--- config.mk ---
export PLATFORM = sky130hd
export DESIGN_NAME = relu_maxpool2d_flat
export DESIGN_NICKNAME = d
export VERILOG_FILES = /design/src/rtl/cnn_pkg.sv /design/src/rtl/relu_maxpool2d_if.sv /design/src/rtl/pool_line_buffer.sv /design/src/rtl/relu_maxpool2d.sv /design/src/flat_wrapper.sv
export SDC_FILE = /design/constraint.sdc
export NUM_CORES = 2
export LEC_CHECK = 0
export CORE_MARGIN = 2
export CORE_UTILIZATION = 52
export DETAILED_ROUTE_END_ITERATION = 7
export DONT_BUFFER_PORTS = 1
export PLACE_DENSITY = 0.64
export SLEW_MARGIN = 20
export SYNTH_ARGS = -nofsm -noshare
export SYNTH_HDL_FRONTEND = slang
export SYNTH_SLANG_ARGS = --single-unit
--- constraint.sdc ---
create_clock -name clk -period 10.65 [get_ports clk]
set_input_delay 1.5975 -clock clk [delete_from_list [all_inputs] [get_ports clk]]
set_output_delay 1.5975 -clock clk [all_outputs]
set_load 0.05 [all_outputs]
--- src/rtl/cnn_pkg.sv ---
// Shared float32 helpers for the CNN post-processing stages (activation, pooling).
// Everything here assumes IEEE-754 single precision operands.
package cnn_pkg;

    localparam int unsigned FP_W    = 32;
    localparam logic [31:0] FP_ZERO = 32'h0000_0000;

    typedef enum logic {
        S_EVEN = 1'b0,
        S_ODD  = 1'b1
    } row_par_e;

    // Any value with the sign bit set clamps to +0, including -0.0 and negative NaN.
    function automatic logic [31:0] relu_f32(input logic [31:0] x);
        return x[31] ? FP_ZERO : x;
    endfunction

    // Valid only for non-negative operands, where the raw bit order matches numeric order.
    function automatic logic [31:0] max_pos_f32(input logic [31:0] a, input logic [31:0] b);
        return (a >= b) ? a : b;
    endfunction

endpackage

--- src/rtl/relu_maxpool2d_if.sv ---
// Pixel stream in and pooled stream out of the ReLU + 2x2 max-pool stage.
// The slave modport is the pooling block, the master modport is its environment.
interface relu_maxpool2d_if #(
    parameter int DATA_WIDTH = 32
);
    logic                  valid_in;
    logic [DATA_WIDTH-1:0] data_in;
    logic                  valid_out;
    logic [DATA_WIDTH-1:0] data_out;
    logic                  frame_done;

    modport master (
        output valid_in,
        output data_in,
        input  valid_out,
        input  data_out,
        input  frame_done
    );

    modport slave (
        input  valid_in,
        input  data_in,
        output valid_out,
        output data_out,
        output frame_done
    );
endinterface

--- src/rtl/pool_line_buffer.sv ---
// DEPTH x DATA_WIDTH register array, one synchronous write port, one combinational read port.
// Contents are deliberately not reset so the array maps onto distributed RAM.
module pool_line_buffer #(
    parameter  int DEPTH      = 56,
    parameter  int DATA_WIDTH = 32,
    localparam int ADDR_W     = (DEPTH > 1) ? $clog2(DEPTH) : 1
) (
    input  logic                  clk,
    input  logic                  we,
    input  logic [ADDR_W-1:0]     waddr,
    input  logic [DATA_WIDTH-1:0] wdata,
    input  logic [ADDR_W-1:0]     raddr,
    output logic [DATA_WIDTH-1:0] rdata
);

    logic [DATA_WIDTH-1:0] mem_q [DEPTH];

    always_ff @(posedge clk) begin
        if (we) begin
            mem_q[waddr] <= wdata;
        end
    end

    assign rdata = mem_q[raddr];

endmodule

--- src/rtl/relu_maxpool2d.sv ---
// Streaming ReLU followed by 2x2 / stride-2 max pooling over a raster float32 feature map.
//   state  | meaning
//   S_EVEN | even input row: horizontal pair maxima are stored in the line buffer
//   S_ODD  | odd input row: pair maxima are combined with the stored ones and emitted
module relu_maxpool2d
    import cnn_pkg::*;
#(
    parameter int DATA_WIDTH = 32,
    parameter int WIDTH      = 112,
    parameter int HEIGHT     = 112
) (
    input  logic                   clk,
    input  logic                   rst,
    relu_maxpool2d_if.slave        bus
);

    localparam int COL_W    = (WIDTH  > 1) ? $clog2(WIDTH)  : 1;
    localparam int ROW_W    = (HEIGHT > 1) ? $clog2(HEIGHT) : 1;
    localparam int LB_DEPTH = (WIDTH / 2 > 0) ? WIDTH / 2 : 1;
    localparam int LB_AW    = (LB_DEPTH > 1) ? $clog2(LB_DEPTH) : 1;

    if ((WIDTH % 2) != 0 || (HEIGHT % 2) != 0 || WIDTH < 2 || HEIGHT < 2) begin : g_bad_size
        $error("relu_maxpool2d: WIDTH and HEIGHT must be even and at least 2");
    end
    if (DATA_WIDTH != FP_W) begin : g_bad_width
        $error("relu_maxpool2d: DATA_WIDTH must be 32 (float32)");
    end

    row_par_e              state_q, state_d;
    logic [COL_W-1:0]      col_q, col_d;
    logic [ROW_W-1:0]      row_q, row_d;
    logic [DATA_WIDTH-1:0] hreg_q, hreg_d;
    logic                  valid_out_q, valid_out_d;
    logic                  frame_done_q, frame_done_d;
    logic [DATA_WIDTH-1:0] data_out_q, data_out_d;

    logic                  col_last;
    logic                  row_last;
    logic                  col_odd;
    logic [DATA_WIDTH-1:0] relu_in;
    logic [DATA_WIDTH-1:0] hmax;
    logic [DATA_WIDTH-1:0] pool_max;
    logic                  lb_we;
    logic [LB_AW-1:0]      lb_addr;
    logic [DATA_WIDTH-1:0] lb_rdata;

    assign col_last = (col_q == COL_W'(WIDTH - 1));
    assign row_last = (row_q == ROW_W'(HEIGHT - 1));
    assign col_odd  = col_q[0];
    assign relu_in  = relu_f32(bus.data_in);
    assign hmax     = max_pos_f32(hreg_q, relu_in);
    assign pool_max = max_pos_f32(hmax, lb_rdata);
    // Write (even row) and read (odd row) share one address but never occur in the same cycle.
    assign lb_addr  = LB_AW'(col_q >> 1);
    assign lb_we    = bus.valid_in && col_odd && (state_q == S_EVEN);

    pool_line_buffer #(
        .DEPTH      (LB_DEPTH),
        .DATA_WIDTH (DATA_WIDTH)
    ) u_line_buf (
        .clk   (clk),
        .we    (lb_we),
        .waddr (lb_addr),
        .wdata (hmax),
        .raddr (lb_addr),
        .rdata (lb_rdata)
    );

    always_comb begin
        state_d = state_q;
        if (bus.valid_in && col_last) begin
            case (state_q)
                S_EVEN:  state_d = S_ODD;
                S_ODD:   state_d = S_EVEN;
                default: state_d = S_EVEN;
            endcase
        end
    end

    always_comb begin
        col_d  = col_q;
        row_d  = row_q;
        hreg_d = hreg_q;
        if (bus.valid_in) begin
            if (col_last) begin
                col_d = '0;
                row_d = row_last ? '0 : row_q + ROW_W'(1);
            end else begin
                col_d = col_q + COL_W'(1);
            end
            if (!col_odd) begin
                hreg_d = relu_in;
            end
        end
    end

    always_comb begin
        valid_out_d  = bus.valid_in && col_odd && (state_q == S_ODD);
        frame_done_d = valid_out_d && row_last && col_last;
        data_out_d   = valid_out_d ? pool_max : data_out_q;
    end

    always_ff @(posedge clk or negedge rst) begin
        if (!rst) begin
            state_q      <= S_EVEN;
            col_q        <= '0;
            row_q        <= '0;
            hreg_q       <= FP_ZERO;
            valid_out_q  <= 1'b0;
            frame_done_q <= 1'b0;
            data_out_q   <= FP_ZERO;
        end else begin
            state_q      <= state_d;
            col_q        <= col_d;
            row_q        <= row_d;
            hreg_q       <= hreg_d;
            valid_out_q  <= valid_out_d;
            frame_done_q <= frame_done_d;
            data_out_q   <= data_out_d;
        end
    end

    assign bus.valid_out  = valid_out_q;
    assign bus.frame_done = frame_done_q;
    assign bus.data_out   = data_out_q;

endmodule

--- src/flat_wrapper.sv ---
// flat-port wrapper written by rule: the top's interface ports become plain ports
module relu_maxpool2d_flat import cnn_pkg::*;
#(
    parameter int DATA_WIDTH = 32,
    parameter int WIDTH      = 112,
    parameter int HEIGHT     = 112
)
  (clk, rst, bus_valid_in, bus_data_in, bus_valid_out, bus_data_out, bus_frame_done);
  relu_maxpool2d_if #(.DATA_WIDTH(DATA_WIDTH)) bus_i ();
  input  logic clk;
  input  logic rst;
  input wire logic [$bits(bus_i.valid_in)-1:0] bus_valid_in;
  input wire logic [$bits(bus_i.data_in)-1:0] bus_data_in;
  output wire logic [$bits(bus_i.valid_out)-1:0] bus_valid_out;
  output wire logic [$bits(bus_i.data_out)-1:0] bus_data_out;
  output wire logic [$bits(bus_i.frame_done)-1:0] bus_frame_done;
  assign bus_i.valid_in = bus_valid_in;
  assign bus_i.data_in = bus_data_in;
  assign bus_valid_out = bus_i.valid_out;
  assign bus_data_out = bus_i.data_out;
  assign bus_frame_done = bus_i.frame_done;
  relu_maxpool2d #(.DATA_WIDTH(DATA_WIDTH), .WIDTH(WIDTH), .HEIGHT(HEIGHT)) u_core (.clk(clk), .rst(rst), .bus(bus_i));
endmodule
==> results by group <==
Detailed routing
  • Routed Antenna Nets: 0
  • Post-Route WL: 236.8 mm
  • Via Count: 42,860
  • DRC: 0
  • Drt wl/cell: 38.79 µm
  • Initial DRC count: 7,036
  • Vias/cell: 7.021
  • First drt pass iteration count: 6

Pwr
  • Power Density: 273.3 mW/mm²
  • Leakage: 26.03 nW
  • Total power: 21.87 mW
  • Max VDD drop: 201.7 µV

Worst setup path
  • Startpoint Class: flip-flop
  • Kind of critical path: reg2reg
  • Flop2flop setup slack: approximately 3.5 ns
  • Critical path data arrival time: 7.90 ns
  • R2R cell count: 19
  • Cell breakdown of the critical path: buf_4, buf_4, nor3b_2, buf_4, buf_4, a22oi_1, nand4_1, a21oi_1, nand3_1, nor3_1, ha_1, nand2_1, o21ai_0, o21ai_0, a31o_2, a21oi_2, buf_4, and2_1, a221o_1
  • R2r startpoint: u_core.col_q[2]$_DFFE_PN0P_
  • CP endpoint kind: flip-flop
  • Crit path largest cell delay: 0.74 ns
  • End of the critical path: u_core.bus.data_out[9]$_DFFE_PN0P_
  • CP max-delay cell: dfrtp_4
  • Max Fanout on Critical Path: 44
  • RR Endpoint: u_core.bus.data_out[9]$_DFFE_PN0P_
  • Worst path most repeated cell: buf_4
  • Critical path startpoint: u_core.col_q[2]$_DFFE_PN0P_
  • CP required: 11.40 ns

Layout
  • Fill count: 10,110
  • Area Growth Syn to Fin: 11.82%
  • Layout cells sized above 1: 0.1779
  • Nets: roughly 4,300
  • Multi-input logic area: roughly 0.017 mm²
  • Register area: between 0.05 and 0.06 mm²

Floorplanning
  • Die span in x: 374.9 µm
  • Die area: 0.1406 mm²
  • Total I/O pin count: between 60 and 70
  • # rows: 136
  • Core area: 0.1370 mm²
  • Initial cell density of the core: 0.5223
  • DIE HEIGHT: 374.9 µm

Place
  • Port Buffer Count: 0
  • Global placement routability congestion: 0.9328
  • Hpwl dp: between 100 and 150 mm

Clock tree
  • Post-CTS sizing: 0
  • H-tree depth: 4
  • Post-CTS Setup Bufs: 0
  • Sink Count: 1,815
  • Root Driver: clkbuf_16
  • Insertion delay to the later sink of the worst-skew pair: about 0.83 ns
  • CTS tree: yes
  • CTS Hold Bufs: 0
  • Clk buf depth: 3
  • Num CTS Buffers: 176
  • Worst-path clk slew: 0.06 ns

Yosys
  • Warning count from the yosys run: 0
  • Distinct cells, synth: 83
  • Number of synthesized flops with an enable pin: 1,736
  • Synthesized area: 0.07155 mm²
  • Mapped Cells: between 4,000 and 5,000
  • Post-synth top area share: 0.7286
  • Sequential fraction of the synthesis area: 0.7562
  • Synth Register Bits: 1,815
  • Post-Syn Nets: 4,196
  • Synth top area cells: edfxtp_1 73%, dfrtp_1 2.8%, mux2i_1 2.4%
  • Ys async rst share: 0.04353
  • Avg Cell Area, Syn: around 17 µm²
  • Main synth FF type: edfxtp_1
  • Yosys top cell by area: edfxtp_1

GRT
  • GRT Residual Overflow: 0
  • Initial antenna violation count: 13
  • Global-route wire length before repair: 324.4 mm
  • Total track usage: 0.3337
  • Vias in the first global route: approximately 40,000
  • Largest net degree at the start of global routing: 105

Run status
  • Outcome: complete, no violations

STA
  • Count of pins over their slew limit: 0
  • Final setup TNS: 0 ns
  • Worst slew margin: 0.1285
  • F_max: 0.1399 GHz
  • Final setup fails: 0
  • RSZ-0062 raised after global routing: no
  • Clock Skew: 0.04923 ns
  • Fin. Hold Viols: 0
  • Fin crit share: 0.6713
  • Minimum clock period: roughly 7.1 ns
  • Slew at the pin closest to its max-slew limit: ~1.3 ns

Worst hold path
  • Hold Crit Class: in2async

Run
  • Max-cap violation count: 0
cells in the final DEF (no fill, tap or decap), types with 16 or more instances in the layout:
cell,n
clkinv_1,44
nand4_1,25
o2bb2ai_1,18
nand2_1,170
mux2i_1,158
a21oi_1,117
nor2_1,66
dfrtp_1,75
o211ai_1,24
a221oi_1,163
a211oi_1,16
nor2_4,55
clkinv_2,22
mux2_2,141
clkbuf_1,48
buf_4,151
mux4_2,76
a22o_1,39
a31oi_1,22
inv_1,33
a221o_1,54
o221ai_1,19
mux2i_4,16
ha_1,64
clkbuf_16,181
o21ai_0,115
a22oi_1,228
edfxtp_1,1736
nand2b_1,33
nor3_1,32
o22ai_1,40
nand3_1,25
kinds of logic (layout without fill, tap and decap cells):
group	after synthesis	count (layout)	share of synthesized area
compound gates	970	970	0.1014
xor+xnor	6	6	0.0007346
fa+ha+maj	64	64	0.01119
buf+inv	320	529	0.02240
flops	1815	1815	0.7562
mux	397	397	0.07145
other cells	1	6	0.00005241
simple gates	524	524	0.03658
sequential cells by signal, summed over array words and instances (netlist names):
signal                   flops
u_core.u_line_buf.mem_q   1736
u_core.bus.data_out         31
u_core.hreg_q               31
u_core.col_q                 7
u_core.row_q                 7
u_core.bus.frame_done        1
u_core.bus.valid_out         1
u_core.state_q               1
per-layer routing:
layer / GRT usage / up-vias / part of all wire
met5: 0 / - / 0.00027
li1: - / 16970 / -
met1: 0.4606 / 22070 / 0.37
met3: 0.1054 / 548 / 0.14
met2: 0.4844 / 3264 / 0.44
met4: 0.1574 / 10 / 0.051
worst min path at each step:
stage / from / to / cells after the start
6_report: rst / u_core.hreg_q[20]$_DFFE_PN0P_ / 0
5_1_grt: rst / u_core.hreg_q[20]$_DFFE_PN0P_ / 0
4_1_cts: rst / u_core.hreg_q[20]$_DFFE_PN0P_ / 0
3_5_place_dp: u_core.row_q[2]$_DFFE_PN0P_ / u_core.row_q[2]$_DFFE_PN0P_ / 1
3_3_place_gp: u_core.row_q[2]$_DFFE_PN0P_ / u_core.row_q[2]$_DFFE_PN0P_ / 1
2_1_floorplan: u_core.row_q[2]$_DFFE_PN0P_ / u_core.row_q[2]$_DFFE_PN0P_ / 1
cells in the mapped netlist, types with 45 or more instances:
cell type and number:
edfxtp_1 1736, a22oi_1 228, mux2i_1 174, nand2_1 172, a221oi_1 163, mux2_2 142
nor2_1 122, a21oi_1 118, buf_2 117, o21ai_0 115, clkbuf_1 82, dfrtp_1 79
mux4_2 76, ha_1 64, a221o_1 54, o22ai_1 45
report_power, final:
| group | internal (mW) | switching [mW] |
|---|---|---|
| clock | 3.31 | 2.67 |
| sequential | 8.37 | 0.332 |
| combinational | 2.01 | 5.18 |
worst max-delay path, delay by kind of cell, from the launching register on:
family	cells	cell delay, ns
compound gates	7	1.87
fa+ha+maj	1	0.19
buf+inv	5	2.12
flops	1	0.74
simple gates	6	1.97
final cells by class:
cell class                 count  share of cell area
clock buffer                 232             0.05938
antenna                        5           0.0001564
multi-input combinational   1962              0.2087
inverter                      47            0.002268
timing repair buffer         163             0.01672
clock inverter                87            0.008320
tap                         1794             0.02806
sequential                  1815              0.6764
per-stage QoR:
stage	std cells	setup slack, ns	hold slack [ns]	area [µm²]	util
2_1_floorplan	4097	2.658	0.4671	71550	-
3_3_place_gp	5778	2.827	0.4865	74530	0.5441
3_5_place_dp	5779	2.750	0.4910	74550	0.5442
4_1_cts	6098	3.587	0.4268	79960	0.5837
5_1_grt	6101	3.328	0.4498	80000	0.5840
6_report	6105	3.500	0.4678	80010	0.5841
Note: power is estimated with default switching activity, not from simulation.
